--- src/rtl/kw_search_pkg.sv ---
// Shared constants for the keyword search result path: FSM encoding, default
// response strings/keeps and the statistics counter width.
package kw_search_pkg;

  typedef logic [1:0] kw_state_t;

  localparam logic [1:0] ST_IDLE     = 2'd0;
  localparam logic [1:0] ST_SEND     = 2'd1;
  localparam logic [1:0] ST_STATS    = 2'd2;
  localparam logic [1:0] ST_WAIT_LOW = 2'd3;

  // ASCII strings are byte-reversed so the first character lands in byte lane 0.
  localparam logic [63:0] KW_MATCH_STR     = 64'h000000686374614D;
  localparam logic [7:0]  KW_MATCH_KEEP    = 8'h1F;
  localparam logic [63:0] KW_NO_MATCH_STR  = 64'h686374616D206F4E;
  localparam logic [7:0]  KW_NO_MATCH_KEEP = 8'hFF;

  localparam int KW_CNT_W = 32;

endpackage

--- src/rtl/keyword_result_tx.sv ---
// Turns matcher result levels into a one-beat AXI-Stream response frame.
// Define KW_RESULT_STATS_EN to append a second beat carrying result counters.
module keyword_result_tx
  import kw_search_pkg::*;
#(
  parameter logic [63:0] MATCH_STR     = KW_MATCH_STR,
  parameter logic [7:0]  MATCH_KEEP    = KW_MATCH_KEEP,
  parameter logic [63:0] NO_MATCH_STR  = KW_NO_MATCH_STR,
  parameter logic [7:0]  NO_MATCH_KEEP = KW_NO_MATCH_KEEP
) (
  input  logic        clk,
  input  logic        reset,
  input  logic        match_sig,
  input  logic        no_match_sig,
  output logic        ack,
  output logic [63:0] m_axis_res_tdata,
  output logic [7:0]  m_axis_res_tkeep,
  output logic        m_axis_res_tvalid,
  input  logic        m_axis_res_tready,
  output logic        m_axis_res_tlast,
  output logic        m_axis_res_tuser,
  output logic [1:0]  dbg_state
);

  // Handshake: a beat moves on a rising edge where tvalid=1 and tready=1;
  // once raised, tvalid and the beat contents hold until that edge.

`ifdef KW_RESULT_STATS_EN
  localparam logic FIRST_LAST = 1'b0;
`else
  localparam logic FIRST_LAST = 1'b1;
`endif

  kw_state_t   state_q, state_d;
  logic        ack_q, ack_d;
  logic        tvalid_q, tvalid_d;
  logic [63:0] tdata_q, tdata_d;
  logic [7:0]  tkeep_q, tkeep_d;
  logic        tlast_q, tlast_d;
  logic        xfer;

`ifdef KW_RESULT_STATS_EN
  logic [KW_CNT_W-1:0] match_count_q, match_count_d;
  logic [KW_CNT_W-1:0] no_match_count_q, no_match_count_d;
`endif

  assign xfer = tvalid_q & m_axis_res_tready;

  always_comb begin
    state_d  = state_q;
    ack_d    = 1'b0;
    tvalid_d = tvalid_q;
    tdata_d  = tdata_q;
    tkeep_d  = tkeep_q;
    tlast_d  = tlast_q;
`ifdef KW_RESULT_STATS_EN
    match_count_d    = match_count_q;
    no_match_count_d = no_match_count_q;
`endif
    case (state_q)
      ST_IDLE: begin
        if (match_sig || no_match_sig) begin
          state_d  = ST_SEND;
          ack_d    = 1'b1;
          tvalid_d = 1'b1;
          tlast_d  = FIRST_LAST;
          // match_sig wins a simultaneous report and counts only as a match.
          if (match_sig) begin
            tdata_d = MATCH_STR;
            tkeep_d = MATCH_KEEP;
`ifdef KW_RESULT_STATS_EN
            match_count_d = match_count_q + 1'b1;
`endif
          end else begin
            tdata_d = NO_MATCH_STR;
            tkeep_d = NO_MATCH_KEEP;
`ifdef KW_RESULT_STATS_EN
            no_match_count_d = no_match_count_q + 1'b1;
`endif
          end
        end
      end
      ST_SEND: begin
        if (xfer) begin
`ifdef KW_RESULT_STATS_EN
          // Counters were bumped at detection, so this beat reports post-increment values.
          state_d = ST_STATS;
          tdata_d = {no_match_count_q, match_count_q};
          tkeep_d = 8'hFF;
          tlast_d = 1'b1;
`else
          state_d  = ST_WAIT_LOW;
          tvalid_d = 1'b0;
          tdata_d  = 64'd0;
          tkeep_d  = 8'd0;
          tlast_d  = 1'b0;
`endif
        end
      end
`ifdef KW_RESULT_STATS_EN
      ST_STATS: begin
        if (xfer) begin
          state_d  = ST_WAIT_LOW;
          tvalid_d = 1'b0;
          tdata_d  = 64'd0;
          tkeep_d  = 8'd0;
          tlast_d  = 1'b0;
        end
      end
`endif
      ST_WAIT_LOW: begin
        // A result level still held from the last frame must not retrigger.
        if (!match_sig && !no_match_sig) begin
          state_d = ST_IDLE;
        end
      end
      default: begin
        state_d  = ST_IDLE;
        tvalid_d = 1'b0;
        tdata_d  = 64'd0;
        tkeep_d  = 8'd0;
        tlast_d  = 1'b0;
      end
    endcase
  end

  always_ff @(posedge clk or posedge reset) begin
    if (reset) begin
      state_q  <= ST_IDLE;
      ack_q    <= 1'b0;
      tvalid_q <= 1'b0;
      tdata_q  <= 64'd0;
      tkeep_q  <= 8'd0;
      tlast_q  <= 1'b0;
    end else begin
      state_q  <= state_d;
      ack_q    <= ack_d;
      tvalid_q <= tvalid_d;
      tdata_q  <= tdata_d;
      tkeep_q  <= tkeep_d;
      tlast_q  <= tlast_d;
    end
  end

`ifdef KW_RESULT_STATS_EN
  always_ff @(posedge clk or posedge reset) begin
    if (reset) begin
      match_count_q    <= '0;
      no_match_count_q <= '0;
    end else begin
      match_count_q    <= match_count_d;
      no_match_count_q <= no_match_count_d;
    end
  end
`endif

  assign ack               = ack_q;
  assign m_axis_res_tvalid = tvalid_q;
  assign m_axis_res_tdata  = tdata_q;
  assign m_axis_res_tkeep  = tkeep_q;
  assign m_axis_res_tlast  = tlast_q;
  assign m_axis_res_tuser  = 1'b0;
  assign dbg_state         = state_q;

endmodule

--- config.mk ---
export PLATFORM = sky130hd
export DESIGN_NAME = keyword_result_tx
export DESIGN_NICKNAME = d
export VERILOG_FILES = /design/src/rtl/kw_search_pkg.sv /design/src/rtl/keyword_result_tx.sv
export SDC_FILE = /design/constraint.sdc
export NUM_CORES = 1
export LEC_CHECK = 0
export BUFFER_PORTS_ARGS = -buffer_cell sky130_fd_sc_hd__buf_2
export CAP_MARGIN = 20
export CORE_ASPECT_RATIO = 1.2
export CORE_MARGIN = 1.5
export CORE_UTILIZATION = 37
export CTS_BUF_LIST = sky130_fd_sc_hd__clkbuf_8
export DETAILED_ROUTE_END_ITERATION = 7
export PLACE_DENSITY = 0.83
export SYNTH_ARGS = -nofsm -noshare
export SYNTH_HDL_FRONTEND = slang
export SYNTH_SLANG_ARGS = --single-unit
export TNS_END_PERCENT = 1
--- constraint.sdc ---
create_clock -name clk -period 1.4 [get_ports clk]
set_input_delay 0.28 -clock clk [delete_from_list [all_inputs] [get_ports clk]]
set_output_delay 0.28 -clock clk [all_outputs]
set_load 0.02 [all_outputs]
==> results of run 1 <==
[layout make-up]
cell class,count,area (µm²),area share
inverters,2,7.51,0.0102
repair buffers,54,275,0.375
clock buffers,3,41.3,0.0562
flip-flops and latches,6,153,0.208
multi-input cells,47,220,0.300
well taps,30,37.5,0.0511
[Yosys cell counts]
master / number
buf_4: 73
dfrtp_1: 6
nor2_1: 3
a21oi_1: 2
inv_1: 2
nand3_1: 2
nor3_1: 2
o21ai_0: 2
a21boi_1: 1
conb_1: 1
nand2_1: 1
nand2b_1: 1
nand3b_1: 1
o221a_2: 1
o31ai_1: 1
o41ai_2: 1
[how the worst max path moves through the flow]
stage,startpoint,end,slack (ns)
4_1_cts,m_axis_res_tdata[61],m_axis_res_tkeep[7],0.006
6_report,dbg_state[0],dbg_state[0],0.12
5_1_grt,dbg_state[0],dbg_state[0],0.08
3_5_place_dp,m_axis_res_tdata[61],m_axis_res_tkeep[7],0.24
2_1_floorplan,m_axis_res_tdata[61],m_axis_res_tdata[10],0.13
3_3_place_gp,m_axis_res_tkeep[4],m_axis_res_tdata[61],0.28
[per-layer routing]
| layer | track usage | wire length (µm) |
|---|---|---|
| met1 | 0.0888 | 436 |
| met2 | 0.109 | 528 |
| met3 | 0.0462 | 155 |
| met4 | 0.0714 | 23 |
| met5 | 0 | 0 |
[per-stage QoR]
step | power (mW) | area [µm²] | std cells | hold slack (ns)
3_5_place_dp | 1.30 | 681 | 138 | 0.208
5_1_grt | 1.64 | 734 | 142 | 0.328
4_1_cts | 1.57 | 732 | 142 | 0.319
3_3_place_gp | 1.28 | 681 | 138 | 0.198
2_1_floorplan | 1.47 | 926 | 128 | 0.0710
6_report | 1.55 | 734 | 142 | 0.323
[state kept, by name, indices dropped and copies added (netlist names)]
signal            count
ack                   1
dbg_state             2
m_axis_res_tkeep      1
m_axis_res_tdata      2
[kinds of logic after synthesis]
kind of cell / count (synthesis) / share of synthesized area
flip-flops: 6 / 0.183
buffers and inverters: 75 / 0.677
other: 1 / 0.00457
AND/OR/NAND/NOR: 10 / 0.0595
AO/OA/AOI/OAI: 8 / 0.0762
[power by group through the flow]
| stage | Sequential (mW) | Clock [mW] | Combinational (mW) |
|---|---|---|---|
| finish | 0.294 | 0.262 | 0.995 |
| global route | 0.315 | 0.277 | 1.05 |
| CTS | 0.293 | 0.270 | 1.00 |
| detailed placement | 0.297 | 0 | 1.00 |
| global placement | 0.291 | 0 | 0.988 |
| floorplan | 0.336 | 0 | 1.14 |
[repair_timing]
action / CTS / global route
hold buffers: 1 / 0
endpoints found under the hold margin: 6 / 0
resized for setup: 0 / 2
setup endpoints to repair: 0 / 40
==> impl_results.md, run 1 <==
* Die height at between 50 and 60 µm
* Routed WL at 1140 µm
* Clk Latency, worst-skew pair at 0.22 ns
* Most frequent cells in the layout: buf_2 (53), conb_1 (29), dfrtp_1 (4), nor2_1 (3), clkbuf_8 (3)
* Share of post-route cells with drive strength above 1 at 0.536
* CTS tree: built
* Detailed Place HPWL at a little over 900 µm
* Setup ws final at ~0.12 ns
* # fillers at between 200 and 250
* Post-synthesis cell type count at 16
* Clk pwr share at 0.169
* Min-delay src: match_sig
* Clk slew on worst S/H paths at 0.03 ns
* Final setup fails at 0
* H-Tree Depth at 1
* CP arrival at 1.00 ns
* CTS sink count at 6
* Worst r2r dst: m_axis_res_tdata[61]
* Crit. End Element: output pin
* Slowest CP cell: dfrtp_1
* Flops & latches, synth at 6
* Most common cell after layout, fill and taps aside: buf_2
* WS Path Type: reg2out
* Wire length per cell at ~8 µm
* Crit path depth at 1
* CP peak stage delay at about 0.54 ns
* Area leader, netlist: buf_4
* Worst r2r src: dbg_state[1]
* DR iter-0 viols at 5
* GRT Resource Usage Total at 0.0811
* Initial antenna violation count at 0
* Worst Clk Skew at 0.00199 ns
* Post-route minimum period at between 1 and 1.5 ns
* Power Density at about 2100 nW/µm²
* Initial Utilization at 0.396
* Critical path buffers and inverters at 1
* Worst-path maximum fanout at 12
* Sw frac at 0.566
* Combinational cell fraction of total power at 0.642
* Reg power frac at 0.190
* Final Max Tran Viols at 0
* Worst vdd ir at roughly 1.1 mV
* Worst Path Required at around 1.1 ns
* Hold crit path type: in2reg
* Sw Pwr at 0.877 mW
* Core Region at 2070 µm²
* Top delay family on crit path: flip-flops
* NumNets Final at ~120
* Ys Warns at 0
* Syn-to-layout area delta at -10.5%
* DRC viols at 0
* Leak pwr at between 0.5 and 0.6 nW
* Outcome: complete, no violations
* Vias in the first global route at ~280
* Fin crit share at 0.912
* Final Hold Vio Count at 0
* Share of the synthesized area in the top cell type at 0.668
* Worst R2R Path Depth at 3
* Ant. Diodes at 0
* Maxcap violations at 0
* TritonCTS buffer count at 3
* Final ANT Viol Nets at 0
* FP Rows at 18
* Post-CTS setup buffers at 0
* Worst hold endpoint: m_axis_res_tdata[61]
* RSZ-0062 raised after global routing: false
* Post-Syn Area per Cell at just over 8 µm²
* Largest net degree at the start of global routing at 24
* Die area at 2510 µm²
* Internal power at just under 0.7 mW
* Crit path cell chain: buf_2
* FMAX at roughly 780 MHz
* Hold-critical path depth at 2
* TNS Setup at 0 ns
* Post-Syn Area at between 800 and 900 µm²
* Final core utilization at 0.354
* R2R Setup Slk at around 0.33 ns
* 1st-pass router iterations at 4
* Top cells by area, synth: buf_4 (67%), dfrtp_1 (18%), o41ai_2 (2.0%), nor2_1 (1.4%), o221a_2 (1.4%)
* Die Span X at around 46 µm
* Port-buffer cells at 53
* Place WS at about 0.24 ns
* Sequential share of the synthesized area at 0.183
* Longest Clk Path Bufs at 2
* Critical path startpoint category: register
* Post-Synthesis Cells at 100
* IO Pins at slightly above 80
* Root Buffer: clkbuf_8
* Grt ovf at 0
* Total number of vias at ~470
* First-pass GRT wire length at 1320 µm
* Vias per Instance at roughly 3.3
* RePlAce Congestion at 0.630
No activity file was read; power rests on OpenSTA's default activity.
==> run 2: changes to the inputs <==
CELL_PAD_IN_SITES_DETAIL_PLACEMENT = 1   (was default)
CELL_PAD_IN_SITES_GLOBAL_PLACEMENT = 1   (was default)
CORE_ASPECT_RATIO = default   (was 1.2)
CORE_UTILIZATION = 23   (was 37)
PLACE_DENSITY = default   (was 0.83)
PLACE_DENSITY_LB_ADDON = 0.1   (was default)
==> impl_results.md, run 2 (same netlist as run 1, synthesis figures left out) <==
* Top delay family on crit path: flip-flops
* Combinational cell fraction of total power at 0.641
* Slowest CP cell: dfrtp_1
* Die Span X at about 63 µm
* Worst vdd ir at about 0.56 mV
* TNS Setup at 0 ns
* Hold-critical path depth at 2
* Crit. End Element: output pin
* Final setup fails at 0
* Worst r2r src: dbg_state[1]
* Clk Latency, worst-skew pair at roughly 0.22 ns
* Final ANT Viol Nets at 0
* DRC viols at 0
* DR iter-0 viols at 0
* Ant. Diodes at 0
* Routed WL at 1300 µm
* IO Pins at 83
* Setup ws final at between 0.1 and 0.15 ns
* R2R Setup Slk at 0.36 ns
* Final Max Tran Viols at 0
* FP Rows at 21
* H-Tree Depth at 1
* Worst hold endpoint: m_axis_res_tdata[61]
* First-pass GRT wire length at about 2000 µm
* Wire length per cell at about 8.3 µm
* Internal power at 0.673 mW
* Initial Utilization at 0.242
* Critical path buffers and inverters at 1
* Initial antenna violation count at 0
* Most frequent cells in the layout: buf_2 (53), conb_1 (29), dfrtp_1 (4), nor2_1 (3), clkbuf_8 (3)
* Clk slew on worst S/H paths at ~0.040 ns
* Sw frac at 0.568
* Post-CTS setup buffers at 0
* Leak pwr at 0.510 nW
* TritonCTS buffer count at 3
* Share of post-route cells with drive strength above 1 at 0.536
* Place WS at ~0.21 ns
* Total number of vias at 497
* Fin crit share at 0.912
* Outcome: complete, no violations
* Largest net degree at the start of global routing at 24
* CTS sink count at 6
* Vias in the first global route at around 400
* Vias per Instance at 3.15
* Non-Filler Instances at 158
* Grt ovf at 0
* Crit path cell chain: buf_2
* Sw Pwr at between 0.8 and 0.9 mW
* Port-buffer cells at 53
* Worst R2R Path Depth at 3
* Critical path startpoint category: register
* Final Hold Vio Count at 0
* GRT Resource Usage Total at 0.0640
* Maxcap violations at 0
* Core Region at roughly 3400 µm²
* Clk pwr share at 0.167
* Root Buffer: clkbuf_8
* Die area at approximately 3900 µm²
* Most common cell after layout, fill and taps aside: buf_2
* Longest Clk Path Bufs at 2
* Power Density at about 2100 nW/µm²
* WS Path Type: reg2out
* 1st-pass router iterations at 1
* Worst r2r dst: m_axis_res_tdata[61]
* CP arrival at 1.00 ns
* Detailed Place HPWL at around 1000 µm
* Placed Area at 701 µm²
* Reg power frac at 0.192
* Final core utilization at 0.223
* CP peak stage delay at 0.54 ns
* Post-route minimum period at 1.28 ns
* RSZ-0062 raised after global routing: false
* Worst Path Required at between 1 and 1.5 ns
* Post-route cell area at roughly 750 µm²
* CTS tree: built
* Worst Clk Skew at 0.00241 ns
* RePlAce Congestion at between 0.5 and 0.6
* NumNets Final at between 100 and 150
* Dpl cells at ~150
* Syn-to-layout area delta at -8.08%
* Min-delay src: match_sig
* Hold crit path type: in2reg
* Die height at around 63 µm
* Worst-path maximum fanout at 12
* FMAX at approximately 780 MHz
==> run 2: worst max path at each step <==
stage / from / to / slack (ns) / depth (start not counted)
2_1_floorplan: m_axis_res_tdata[61] / m_axis_res_tdata[10] / 0.13 / 1
3_3_place_gp: m_axis_res_tdata[61] / m_axis_res_tdata[46] / 0.26 / 1
3_5_place_dp: m_axis_res_tdata[61] / m_axis_res_tdata[45] / 0.21 / 1
4_1_cts: m_axis_res_tkeep[4] / m_axis_res_tdata[21] / 0.002 / 1
5_1_grt: m_axis_res_tdata[61] / m_axis_res_tdata[42] / 0.07 / 1
6_report: dbg_state[0] / dbg_state[0] / 0.12 / 1
==> run 2: area by class of cell <==
class                           count  area, µm²
Clock buffer                        3       41.3
Fill cell                         435       2640
Inverter                            2       7.51
Multi-Input combinational cell     47        220
Sequential cell                     6        153
Tap cell                           46       57.6
Timing Repair Buffer               54        275
==> run 2: what timing repair did <==
action | in CTS | in global routing
hold endpoints to repair | 6 | 0
gates cloned | 0 | 0
gates resized for setup | 1 | 1
setup endpoints to repair | 21 | 19
hold buffers | 1 | 0
==> run 2: power by group through the flow <==
stage               logic, mW  registers, mW  clock network (mW)
finish                  0.998          0.300               0.260
global route             1.04          0.322               0.284
CTS                      1.01          0.303               0.269
detailed placement       1.00          0.303                   0
global placement         1.00          0.295                   0
floorplan                1.14          0.336                   0
==> run 2: layer usage <==
layer,up-vias,share of wire,GRT usage
met1,216,0.35,0.0616
met3,4,0.11,0.0378
met4,0,0.016,0.0250
met5,-,0,0
li1,238,-,-
met2,39,0.52,0.112
==> run 2: per-stage QoR <==
step	hold slack (ns)	power, mW
after floorplan	0.0710	1.47
after detailed placement	0.212	1.31
after CTS	0.314	1.58
after global routing	0.335	1.65
final	0.322	1.56
after global placement	0.213	1.30
==> run 3: changes to the inputs <==
BUFFER_PORTS_ARGS = -buffer_cell sky130_fd_sc_hd__buf_4   (was -buffer_cell sky130_fd_sc_hd__buf_2)
==> impl_results.md, run 3 (same netlist as run 1, synthesis figures left out) <==
* Clk Latency, worst-skew pair at about 0.22 ns
* Ant. Diodes at 0
* Initial antenna violation count at 0
* CP arrival at between 0.9 and 1 ns
* H-Tree Depth at 1
* Root Buffer: clkbuf_8
* Crit. End Element: output pin
* Top delay family on crit path: flip-flops
* Worst vdd ir at 0.633 mV
* Worst-path maximum fanout at 12
* Outcome: complete, no violations
* Largest net degree at the start of global routing at 24
* DR iter-0 viols at 11
* Core Region at approximately 3400 µm²
* Most common cell after layout, fill and taps aside: buf_4
* Cts hold-fix bufs at 1
* Syn-to-layout area delta at 9.60%
* Die area at about 3900 µm²
* Maxcap violations at 0
* Detailed Place HPWL at between 1000 and 1500 µm
* Share of post-route cells with drive strength above 1 at 0.526
* Longest Clk Path Bufs at 2
* Post-CTS setup buffers at 0
* Worst Path Required at 1.12 ns
* RePlAce Congestion at between 0.7 and 0.8
* Final ANT Viol Nets at 0
* Critical path buffers and inverters at 1
* CP peak stage delay at approximately 0.53 ns
* NumNets Final at approximately 120
* Port-buffer cells at 53
* # fillers at about 410
* Grt ovf at 0
* WS Path Type: reg2out
* DRC viols at 0
* Hold Worst Slack at about 0.28 ns
* First-pass GRT wire length at ~2100 µm
* Final Hold Vio Count at 0
* Vias per Instance at roughly 3.2
* Crit path cell chain: buf_4
* Vias in the first global route at roughly 440
* IO Pins at 83
* Leak pwr at 0.534 nW
* Slowest CP cell: dfrtp_1
* Hold crit path type: in2reg
* Resized cells post-CTS at 0
* Final setup fails at 0
* Power Density at between 2000 and 2500 nW/µm²
* TNS Setup at 0 ns
* Initial Utilization at 0.242
* FMAX at 805 MHz
* Critical path startpoint category: register
* Die height at between 60 and 70 µm
* GRT Resource Usage Total at 0.0674
* FP Rows at 21
* Worst Clk Skew at about 0.0022 ns
* Final Max Tran Viols at 0
* Clk slew on worst S/H paths at 0.04 ns
* CTS tree: built
* Die Span X at around 63 µm
* Routed WL at between 1000 and 1500 µm
* CTS sink count at 6
* TritonCTS buffer count at 3
* Fin crit share at 0.887
* RSZ-0062 raised after global routing: false
* Total number of vias at between 500 and 600
* Wire length per cell at a little under 9 µm
* Most frequent cells in the layout: buf_4 (55), conb_1 (29), dfrtp_1 (6), nor2_1 (3), clkbuf_8 (3)
* Post-route minimum period at roughly 1.2 ns
* 1st-pass router iterations at 2
[run 3: changes by cell type in the layout (fill, tap and decap cells not counted), sizes merged]
cell / change
buf: +2
[run 3: per-layer routing]
layer / up-vias / GRT usage / wire length, µm / part of all wire
li1: 242 / - / - / -
met1: 224 / 0.0715 / 526 / 0.37
met2: 39 / 0.116 / 725 / 0.51
met3: 0 / 0.0432 / 164 / 0.12
met4: 0 / 0.00833 / 0 / 0
met5: - / 0 / 0 / 0
[run 3: layout make-up]
cell class              count  area [µm²]  share of cell area
repair buffers             56         423               0.470
inverters                   2        7.51             0.00834
multi-input cells          47         220               0.245
flip-flops and latches      6         150               0.167
well taps                  46        57.6              0.0640
clock buffers               3        41.3              0.0459
[run 3: through the flow]
| step | std cells | setup slack [ns] | power [mW] | cell area, µm² | util |
|---|---|---|---|---|---|
| 2_1_floorplan | 128 | 0.126 | 1.47 | 926 | - |
| 3_3_place_gp | 156 | 0.377 | 1.56 | 848 | 0.250 |
| 3_5_place_dp | 156 | 0.346 | 1.57 | 848 | 0.250 |
| 4_1_cts | 160 | 0.144 | 1.84 | 900 | 0.265 |
| 5_1_grt | 160 | 0.0830 | 1.91 | 900 | 0.265 |
| 6_report | 160 | 0.158 | 1.81 | 900 | 0.265 |
[run 3: path summary, 6_finish.rpt]
check / depth (start not counted) / slack (ns) / from / endpoint
worst min-delay path: 2 / 0.28 / match_sig / m_axis_res_tdata[61]
worst max register to register: 3 / 0.37 / dbg_state[1] / m_axis_res_tdata[61]
min in group asynchronous: 3 / 0.55 / reset / m_axis_res_tdata[61]
max in group asynchronous: 3 / 0.65 / reset / dbg_state[1]
worst min register to register: 1 / 0.64 / dbg_state[1] / dbg_state[0]
worst max-delay path: 1 / 0.16 / dbg_state[0] / dbg_state[0]
[run 3: power by group]
part | leakage (nW) | internal (mW) | total (mW) | switching, mW
Clock | 0.0216 | 0.185 | 0.258 | 0.0731
Sequential | 0.0763 | 0.205 | 0.246 | 0.0411
Combinational | 0.436 | 0.508 | 1.31 | 0.802
